$ cat src/rtl/csb2apb_pkg.sv
// Shared types and constants for the CSB-to-APB initiator bridge.
package csb2apb_pkg;

  localparam int CSB_ADDR_W = 16;
  localparam int DATA_W     = 32;

  localparam logic [DATA_W-1:0] TIMEOUT_RDATA = 32'hDEAD_BEEF;

  typedef enum logic [1:0] {
    IDLE   = 2'd0,
    SETUP  = 2'd1,
    ACCESS = 2'd2
  } state_e;

  // CSB carries word addresses; APB wants byte addresses in the 256 KiB window.
  function automatic logic [31:0] csb_to_paddr(input logic [31:0] base,
                                                input logic [CSB_ADDR_W-1:0] addr);
    return base | {14'b0, addr, 2'b00};
  endfunction

endpackage

$ cat src/rtl/csb2apb_timeout_cnt.sv
// ACCESS-phase watchdog: clears on clr_i, counts enabled cycles, saturates at LIMIT-1.
// expire_o is combinational on the count so the abort lands in the terminal cycle.
module csb2apb_timeout_cnt #(
  parameter int unsigned LIMIT = 1024
) (
  input  logic clk_i,
  input  logic rst_i,
  input  logic clr_i,
  input  logic en_i,
  output logic expire_o
);

  localparam int CW = (LIMIT > 1) ? $clog2(LIMIT) : 1;

  logic [CW-1:0] cnt_q, cnt_d;

  assign expire_o = (cnt_q == CW'(LIMIT - 1));

  always_comb begin
    cnt_d = cnt_q;
    if (clr_i) begin
      cnt_d = '0;
    end else if (en_i && !expire_o) begin
      cnt_d = cnt_q + CW'(1);
    end
  end

  always_ff @(posedge clk_i or posedge rst_i) begin
    if (rst_i) begin
      cnt_q <= '0;
    end else begin
      cnt_q <= cnt_d;
    end
  end

endmodule

$ cat src/rtl/csb2apb_bridge.sv
// CSB request -> single APB3 transfer; response one cycle after completion (min 3 cycles), one outstanding.
// Request ready only in IDLE; responses are never backpressured. Optional watchdog: CSB2APB_TIMEOUT_EN.
module csb2apb_bridge
  import csb2apb_pkg::*;
#(
  parameter logic [31:0] APB_BASE       = 32'h0000_0000,
  parameter int unsigned TIMEOUT_CYCLES = 1024
) (
  input  logic                  pclk,
  input  logic                  prst,
  input  logic                  csb2nvdla_valid,
  output logic                  csb2nvdla_ready,
  input  logic [CSB_ADDR_W-1:0] csb2nvdla_addr,
  input  logic [DATA_W-1:0]     csb2nvdla_wdat,
  input  logic                  csb2nvdla_write,
  input  logic                  csb2nvdla_nposted,
  output logic                  nvdla2csb_valid,
  output logic [DATA_W-1:0]     nvdla2csb_data,
  output logic                  nvdla2csb_wr_complete,
  output logic                  psel,
  output logic                  penable,
  output logic                  pwrite,
  output logic [31:0]           paddr,
  output logic [DATA_W-1:0]     pwdata,
  input  logic [DATA_W-1:0]     prdata,
  input  logic                  pready,
  output logic                  apb_timeout
);

  state_e            state_q, state_d;
  logic              ready_q;
  logic [31:0]       paddr_q;
  logic              pwrite_q;
  logic [DATA_W-1:0] pwdata_q;
  logic              nposted_q;
  logic              rsp_vld_q;
  logic              wr_cmp_q;
  logic [DATA_W-1:0] rdata_q;
  logic              accept;
  logic              done;
  logic              abort;

`ifdef CSB2APB_TIMEOUT_EN
  logic tmo_expire;
  logic tmo_q;

  csb2apb_timeout_cnt #(
    .LIMIT (TIMEOUT_CYCLES)
  ) u_timeout_cnt (
    .clk_i    (pclk),
    .rst_i    (prst),
    .clr_i    (state_q == SETUP),
    .en_i     ((state_q == ACCESS) && !pready),
    .expire_o (tmo_expire)
  );

  assign abort = (state_q == ACCESS) && !pready && tmo_expire;

  always_ff @(posedge pclk or posedge prst) begin
    if (prst) begin
      tmo_q <= 1'b0;
    end else if (abort) begin
      tmo_q <= 1'b1;
    end
  end

  assign apb_timeout = tmo_q;
`else
  logic unused_timeout_cfg;

  assign unused_timeout_cfg = ^TIMEOUT_CYCLES;
  assign abort              = 1'b0;
  assign apb_timeout        = 1'b0;
`endif

  always_comb begin
    state_d = state_q;
    accept  = 1'b0;
    done    = 1'b0;
    case (state_q)
      IDLE: begin
        if (csb2nvdla_valid && ready_q) begin
          accept  = 1'b1;
          state_d = SETUP;
        end
      end
      SETUP:   state_d = ACCESS;
      ACCESS: begin
        if (pready || abort) begin
          done    = 1'b1;
          state_d = IDLE;
        end
      end
      default: state_d = IDLE;
    endcase
  end

  // ready is registered from the next state so it is low while held in reset
  // and already high in the response cycle for back-to-back accepts.
  always_ff @(posedge pclk or posedge prst) begin
    if (prst) begin
      state_q   <= IDLE;
      ready_q   <= 1'b0;
      paddr_q   <= '0;
      pwrite_q  <= 1'b0;
      pwdata_q  <= '0;
      nposted_q <= 1'b0;
      rsp_vld_q <= 1'b0;
      wr_cmp_q  <= 1'b0;
      rdata_q   <= '0;
    end else begin
      state_q   <= state_d;
      ready_q   <= (state_d == IDLE);
      if (accept) begin
        paddr_q   <= csb_to_paddr(APB_BASE, csb2nvdla_addr);
        pwrite_q  <= csb2nvdla_write;
        pwdata_q  <= csb2nvdla_wdat;
        nposted_q <= csb2nvdla_nposted;
      end
      rsp_vld_q <= done && !pwrite_q;
      wr_cmp_q  <= done && pwrite_q && nposted_q;
      if (done && !pwrite_q) begin
        rdata_q <= abort ? TIMEOUT_RDATA : prdata;
      end
    end
  end

  assign csb2nvdla_ready       = ready_q;
  assign psel                  = (state_q == SETUP) || (state_q == ACCESS);
  assign penable               = (state_q == ACCESS);
  assign pwrite                = pwrite_q;
  assign paddr                 = paddr_q;
  assign pwdata                = pwdata_q;
  assign nvdla2csb_valid       = rsp_vld_q;
  assign nvdla2csb_wr_complete = wr_cmp_q;
  assign nvdla2csb_data        = rdata_q;

endmodule
$ cat config.mk
export PLATFORM = sky130hd
export DESIGN_NAME = csb2apb_bridge
export DESIGN_NICKNAME = d
export VERILOG_FILES = /design/src/rtl/csb2apb_pkg.sv /design/src/rtl/csb2apb_timeout_cnt.sv /design/src/rtl/csb2apb_bridge.sv
export SDC_FILE = /design/constraint.sdc
export NUM_CORES = 1
export LEC_CHECK = 0
export CAP_MARGIN = 5
export CORE_MARGIN = 8
export CORE_UTILIZATION = 40
export DETAILED_ROUTE_END_ITERATION = 7
export GPL_TIMING_DRIVEN = 0
export PLACE_DENSITY = 0.88
export SLEW_MARGIN = 15
export SYNTH_ARGS = -nofsm -noshare
export SYNTH_HDL_FRONTEND = slang
export SYNTH_SLANG_ARGS = --single-unit
$ cat constraint.sdc
create_clock -name pclk -period 7.35 [get_ports pclk]
set_input_delay 2.205 -clock pclk [delete_from_list [all_inputs] [get_ports pclk]]
set_output_delay 2.205 -clock pclk [all_outputs]
set_load 0.01 [all_outputs]
==> out/qor.txt, run 1 <==
fmax - 252 MHz
register-to-register setup slack - 5.74 ns
FP Rows - 34
CP startpoint - state_q[0]
clock root cell - clkbuf_8
Reg2Reg Depth - 5
slowest CP cell - clkdlybuf4s50_1
I/O pin total - 189
Startpoint Class - flip-flop
layout cells sized above 1 - 30.2%
Distinct cells, synth - 16
met1 usage - 15.7%
GR Util met3 - 9.25%
hold crit path type - reg -> reg
Fillers - 644
Mapped Cells - 211
Port Buf Inserts - 171
antenna violations before repair - 0
global-route congestion overflow total - 0
post-synthesis instance area - 0.00357 mm²
Mapped Avg Cell Area - 16.9 µm²
# clock sinks - 87
Final Hold Fails - 0
core area - 0.00868 mm²
cts bufs inserted - 9
Finished Core Util - 65.9%
Lkg Pwr - 2.60 nW
deepest clock path buffer count - 2
most common cell in the synthesized netlist - dfrtp_1
CP Data Arrival Time - 1.77 ns
Pwr Total - 0.00235 W
All-Layer GR Usage - 15.1%
Worst-path clk slew - 0.08 ns
worst r2r src - state_q[0]
die area - 0.0122 mm²
vias post-DR - 2388
Area Growth Syn to Fin - 60.3%
register area share after synthesis - 61.0%
cells along the critical path - inv_1 > ha_1 > clkdlybuf4s50_1
Die X - 110 µm
H-tree Lvls - 3
drt first pass iters - 3
Final WS setup - 3.38 ns
Worst-Skew Late Latency - 0.34 ns
Ys Warns - 0
worst-path fanout max - 5
ANT cells - 0
Iteration-0 DRC Markers - 47
wire per inst - 17.9 µm
Top FF cell, synth - dfrtp_1
final WL - 9.32 mm
ys async rst share - 100%
most instantiated cells after synthesis - 87 x dfrtp_1, 53 x mux2_2, 29 x mux2_4
hold buffer count at CTS - 0
Post-synth EDFFs - 0
Yosys top cell by area - dfrtp_1
Post-CTS Setup Repair Bufs - 0
hold wc startpoint - nposted_q
Tmin final - 3.97 ns
Die H - 110 µm
final net count - 499
WP depth - 3
Post-DRT Antenna Nets - 0
global-route wire length before repair - 14.8 mm
Peak VDD IR - 0.000200 V
largest net degree at the start of global routing - 53
RSZ-0062 raised after global routing - no
Resized cells post-CTS - 0
Setup Skew - 0.0139 ns
vias in the first global route - 2624
WS Path Type - reg -> out
Setup violations, final - 0
max-slew violations - 0
Critical Path RT - 5.14 ns
top cell type's share of synthesized area - 61.0%
GPL Wtd Cong - 0.747
top post-synthesis cells by area - dfrtp_1 61%, mux2_2 17%, mux2_4 12%
M2 GR Usage - 24.6%
worst hold path cell count - 1
max-cap violations - 0
DP HPWL - 7.33 mm
CP Capture Type - primary output
CP top delay family - buffers and inverters
CP bufs+invs - 2
Place WS - 3.74 ns
Synth Register Bits - 87
via-per-instance ratio - 4.57
Most Crowded Layer GR - met2
pwr dens - 411 mW/mm²
Residual DRC - 0
Worst path max stage delay - 0.60 ns
Initial Util - 41.1%
Period Utilization, post-route - 54.0%
outcome - completed
final setup TNS - 0 ns
Final Non-Filler Cells - 522
placed cell count - 507
TritonCTS clock tree - yes
## per-stage QoR
stage / cell area (µm²) / hold slack, ns
finish: 5720 / 0.505
floorplan: 3630 / 0.472
CTS: 5720 / 0.509
global route: 5720 / 0.520
detailed placement: 5500 / 0.491
global placement: 5470 / 0.482
## power by group
part	switching, W	internal (W)	leakage, nW	total (W)
clock network	0.000160	0.000200	0.103	0.000360
registers	0.000130	0.000718	1.04	0.000848
logic	0.000398	0.000746	1.46	0.00114
total	0.000688	0.00166	2.60	0.00235
## cell families after synthesis
family,share of synthesized area [%]
flops,61.0
simple gates,1.68
buf+inv,6.63
other cells,0.105
mux,28.9
compound gates,0.561
fa+ha+maj,1.05
## layer usage
layer | share of wire, % | routed length (µm)
met1 | 38 | 3520
met2 | 49 | 4550
met3 | 12 | 1120
met4 | 1.5 | 136
met5 | 0 | 0
## layout make-up
cell class	count	area [µm²]	share of cell area [%]
multi-input cells	110	1210	21.2
repair buffers	172	1740	30.4
clock inverters	3	67.6	1.18
clock buffers	12	145	2.54
flip-flops and latches	87	2180	38.1
inverters	5	21.3	0.372
plain buffers	25	218	3.81
well taps	108	135	2.36
## flip-flops by register name, summed over array words and instances (netlist names)
| register | flops |
|---|---|
| csb2nvdla_ready | 1 |
| nposted_q | 1 |
| nvdla2csb_data | 32 |
| nvdla2csb_valid | 1 |
| nvdla2csb_wr_complete | 1 |
| paddr | 16 |
| pwdata | 32 |
| pwrite | 1 |
| state_q | 2 |
## cell usage in the layout (no fill, tap or decap), drive strengths merged
master and count:
and4 1, inv 5, conb 17, clkinvlp 1
nor2 1, bufinv 2, buf 26, mux2 82
nand3b 1, clkdlybuf4s50 171, dfrtp 87, o21ai 1
clkbuf 12, nand2b 1, nand3 1, nand4bb 1
a221oi 1, ha 3
## final timing paths
| kind | endpoint |
|---|---|
| setup / recovery | penable |
| hold / removal | nposted_q |
| setup reg to reg | nvdla2csb_data[11] |
| hold reg to reg | nposted_q |
| max in group asynchronous | pwdata[30] |
| min in group asynchronous | pwdata[19] |
## worst reg2reg max path, cell delays in order (launching register included)
cell      delay (ns)
dfrtp_1         0.40
inv_1           0.13
ha_1            0.30
nand3b_4        0.16
buf_6           0.19
mux2_4          0.31
No activity file was read; power rests on OpenSTA's default activity.
==> run 2, diff against run 1 <==
--- a/config.mk
+++ b/config.mk
@@ -7,10 +7,10 @@
 export LEC_CHECK = 0
 export CAP_MARGIN = 5
 export CORE_MARGIN = 8
-export CORE_UTILIZATION = 40
+export CORE_UTILIZATION = 35
 export DETAILED_ROUTE_END_ITERATION = 7
 export GPL_TIMING_DRIVEN = 0
-export PLACE_DENSITY = 0.88
+export PLACE_DENSITY = 0.82
 export SLEW_MARGIN = 15
 export SYNTH_ARGS = -nofsm -noshare
 export SYNTH_HDL_FRONTEND = slang
==> constraint.sdc (replaced) <==
create_clock -name pclk -period 3.6 [get_ports pclk]
set_input_delay 1.08 -clock pclk [delete_from_list [all_inputs] [get_ports pclk]]
set_output_delay 1.08 -clock pclk [all_outputs]
set_load 0.01 [all_outputs]
==> out/qor.txt, run 2 (synthesized netlist as in run 1, its figures left out) <==
hold buffer count at CTS - 0
final net count - 499
GPL Wtd Cong - 0.738
Switch Pwr - 0.00139 W
CP top delay family - buffers and inverters
most common cell after layout, fill and taps aside - clkdlybuf4s50_1
internal power - 0.00340 W
Peak VDD IR - 0.000364 V
power share of the sequential group - 35.9%
slowest CP cell - clkdlybuf4s50_1
final WL - 9.05 mm
sw frac - 29.1%
drt first pass iters - 3
most frequent cells in the layout - 171 x clkdlybuf4s50_1, 87 x dfrtp_1, 53 x mux2_2, 29 x mux2_4
Resized cells post-CTS - 0
die area - 0.0137 mm²
Post-CTS Setup Repair Bufs - 0
Hold Slack - 0.506 ns
Setup violations, final - 0
Final Non-Filler Cells - 550
CP bufs+invs - 2
Initial Util - 35.3%
Gate power share - 48.7%
global-route wire length before repair - 13.9 mm
vias post-DR - 2378
final setup TNS - 0 ns
cts bufs inserted - 9
vias in the first global route - 2658
Port Buf Inserts - 171
core area - 0.0101 mm²
ANT cells - 0
worst-path fanout max - 5
cells along the critical path - inv_1 > ha_1 > clkdlybuf4s50_1
hold crit path type - reg -> reg
max-slew violations - 0
Worst path max stage delay - 0.60 ns
TritonCTS clock tree - yes
Worst-Skew Late Latency - 0.35 ns
Finished Core Util - 57.0%
Worst-path clk slew - 0.08 ns
fmax - 350 MHz
Critical Path RT - 2.52 ns
clock root cell - clkbuf_8
Iteration-0 DRC Markers - 55
CP Capture Type - primary output
outcome - completed
All-Layer GR Usage - 13.3%
Residual DRC - 0
Die H - 117 µm
pwr dens - 833 mW/mm²
layout cells sized above 1 - 30.2%
Clock power frac - 15.4%
H-tree Lvls - 3
RSZ-0062 raised after global routing - no
Area Growth Syn to Fin - 61.2%
WS Path Type - reg -> out
Period Utilization, post-route - 79.3%
via-per-instance ratio - 4.32
Lkg Pwr - 2.60 nW
wire per inst - 16.4 µm
CP Data Arrival Time - 1.78 ns
register-to-register setup slack - 1.98 ns
antenna violations before repair - 0
# clock sinks - 87
deepest clock path buffer count - 2
I/O pin total - 189
Startpoint Class - flip-flop
Final Hold Fails - 0
DP HPWL - 7.11 mm
Die X - 117 µm
FP Rows - 37
Pwr Total - 0.00479 W
Post-DRT Antenna Nets - 0
Tmin final - 2.86 ns
global-route congestion overflow total - 0
largest net degree at the start of global routing - 55
placed cell count - 535
Setup Skew - 0.00996 ns
max-cap violations - 0
run 2: cell counts in the layout (fill, tap and decap cells not counted):
Identical to the previous run, type by type.
run 2: worst register-to-register path: stages, from the launching register on:
cell	delay, ns
dfrtp_1	0.41
inv_1	0.14
ha_1	0.22
nand3_2	0.23
buf_6	0.24
mux2_2	0.28
run 2: stage by stage:
step | setup WS [ns] | instance area, µm²
global placement | -1.09 | 5510
detailed placement | 1.12 | 5540
floorplan | 0.270 | 3630
global route | 0.656 | 5750
finish | 0.744 | 5750
CTS | 0.714 | 5750
run 2: worst paths after layout:
path,start,end,cells past startpoint
max reg2reg,state_q[0],paddr[9],5
max in group asynchronous,prst,nvdla2csb_data[0],3
min,paddr[7],paddr[7],1
min reg2reg,paddr[7],paddr[7],1
max,state_q[0],penable,3
min in group asynchronous,prst,paddr[10],2
run 2: layer usage:
| metal | vias to the layer above | share of wire [%] | global-route usage (%) |
|---|---|---|---|
| li1 | 1090 | - | - |
| met5 | - | 0 | 0 |
| met1 | 1153 | 38 | 14.4 |
| met3 | 16 | 13 | 7.08 |
| met4 | 0 | 1.7 | 4.95 |
| met2 | 119 | 48 | 21.6 |
run 2: area by class of cell:
class	count	area, µm²
multi-input cells	110	1210
clock inverters	3	67.6
flip-flops and latches	87	2180
fillers	853	4340
inverters	5	21.3
well taps	136	170
repair buffers	172	1740
plain buffers	25	218
clock buffers	12	145
run 2: power groups by stage:
stage | sequential, W | clock [W] | combinational [W]
final | 0.00172 | 0.000737 | 0.00233
after floorplan | 0.00194 | 0 | 0.000881
after global placement | 0.00171 | 0 | 0.00232
after global routing | 0.00179 | 0.000811 | 0.00248
after CTS | 0.00173 | 0.000772 | 0.00238
after detailed placement | 0.00174 | 0 | 0.00237
==> run 3, diff against run 2 <==
--- a/config.mk
+++ b/config.mk
@@ -7,10 +7,10 @@
 export LEC_CHECK = 0
 export CAP_MARGIN = 5
 export CORE_MARGIN = 8
-export CORE_UTILIZATION = 35
+export CORE_UTILIZATION = 39
 export DETAILED_ROUTE_END_ITERATION = 7
 export GPL_TIMING_DRIVEN = 0
-export PLACE_DENSITY = 0.82
+export PLACE_DENSITY = 0.86
 export SLEW_MARGIN = 15
 export SYNTH_ARGS = -nofsm -noshare
 export SYNTH_HDL_FRONTEND = slang
==> constraint.sdc (replaced) <==
create_clock -name pclk -period 2.8 [get_ports pclk]
set_input_delay 0.84 -clock pclk [delete_from_list [all_inputs] [get_ports pclk]]
set_output_delay 0.84 -clock pclk [all_outputs]
set_load 0.01 [all_outputs]
==> out/qor.txt, run 3 (synthesized netlist as in run 1, its figures left out) <==
Port Buf Inserts - 171
CP startpoint - state_q[0]
Pwr Total - 0.00610 W
most common cell after layout, fill and taps aside - clkdlybuf4s50_1
Setup violations, final - 0
clock root cell - clkbuf_8
CP Data Arrival Time - 1.79 ns
ANT cells - 0
Area Growth Syn to Fin - 60.6%
slowest CP cell - clkdlybuf4s50_1
R2R Path End - pwdata[18]
Residual DRC - 0
final setup TNS - 0 ns
layout cells sized above 1 - 30.5%
Tmin final - 2.63 ns
deepest clock path buffer count - 2
most frequent cells in the layout - 171 x clkdlybuf4s50_1, 87 x dfrtp_1, 53 x mux2_2, 29 x mux2_4
Critical Path RT - 1.96 ns
Iteration-0 DRC Markers - 58
All-Layer GR Usage - 14.9%
wire per inst - 17.3 µm
Worst-Skew Late Latency - 0.35 ns
Worst-path clk slew - 0.08 ns
final net count - 500
FP Rows - 35
worst r2r src - state_q[0]
worst slew pin tran - 0.724 ns
antenna violations before repair - 0
cts bufs inserted - 9
Reg2Reg Depth - 5
drt first pass iters - 4
core area - 0.00906 mm²
TritonCTS clock tree - yes
Peak VDD IR - 0.000485 V
Die X - 112 µm
Slew HR - 51.7%
worst setup path endpoint - penable
outcome - completed
WS Path Type - reg -> out
global-route wire length before repair - 14.7 mm
fmax - 381 MHz
WP depth - 3
cells along the critical path - inv_1 > ha_1 > clkdlybuf4s50_1
# clock sinks - 87
Post-CTS Setup Repair Bufs - 0
CP bufs+invs - 2
vias post-DR - 2379
Die H - 112 µm
worst-path fanout max - 5
Resized cells post-CTS - 0
max-slew violations - 0
register-to-register setup slack - 1.18 ns
hold buffer count at CTS - 0
hold crit path type - reg -> reg
Period Utilization, post-route - 93.8%
DP HPWL - 7.20 mm
I/O pin total - 189
die area - 0.0125 mm²
Lkg Pwr - 2.60 nW
Initial Util - 39.4%
CP top delay family - buffers and inverters
Setup Skew - 0.0152 ns
Post-DRT Antenna Nets - 0
RSZ-0062 raised after global routing - no
Final Hold Fails - 0
Startpoint Class - flip-flop
vias in the first global route - 2689
global-route congestion overflow total - 0
pwr dens - 1070 mW/mm²
CP Capture Type - primary output
H-tree Lvls - 3
via-per-instance ratio - 4.51
Worst path max stage delay - 0.60 ns
final WL - 9.10 mm
largest net degree at the start of global routing - 38
max-cap violations - 0
GPL Wtd Cong - 0.725
-- run 3: worst min path at each step --
stage                    start          to  slack, ns  cells after the start
floorplan            nposted_q   nposted_q       0.47                      1
global placement     nposted_q   nposted_q       0.48                      1
finish               nposted_q   nposted_q       0.51                      1
detailed placement   nposted_q   nposted_q       0.49                      1
global route        pwdata[24]  pwdata[24]       0.53                      1
CTS                  nposted_q   nposted_q       0.50                      1
-- run 3: per-layer routing --
layer / share of wire, % / global-route usage [%] / up-vias
li1: - / - / 1090
met1: 39 / 16.3 / 1150
met2: 46 / 23.0 / 125
met3: 13 / 8.93 / 14
met4: 1.7 / 6.11 / 0
met5: 0 / 0 / -
-- run 3: final cells by class --
class / instances / area, µm²
sequential: 87 / 2180
buffer: 25 / 218
clock buffer: 12 / 145
clock inverter: 4 / 55.1
multi-input combinational: 110 / 1210
fill: 709 / 3340
timing repair buffer: 173 / 1760
inverter: 5 / 22.5
tap: 111 / 139
-- run 3: power by group --
group / internal, W / switching (W)
clock: 0.000441 / 0.000439
combinational: 0.00196 / 0.00105
sequential: 0.00188 / 0.000321
total: 0.00429 / 0.00181
-- run 3: per-stage QoR --
| step | setup WS (ns) | hold WS, ns | instance area (µm²) | utilization (%) | cells |
|---|---|---|---|---|---|
| after detailed placement | 0.550 | 0.486 | 5530 | 61.0 | 511 |
| after floorplan | 0.952 | 0.472 | 3630 | - | 227 |
| after CTS | 0.144 | 0.504 | 5730 | 63.2 | 527 |
| final | 0.174 | 0.505 | 5730 | 63.2 | 527 |
| after global placement | 0.0205 | 0.484 | 5480 | 60.5 | 509 |
| after global routing | 0.0479 | 0.526 | 5730 | 63.2 | 527 |
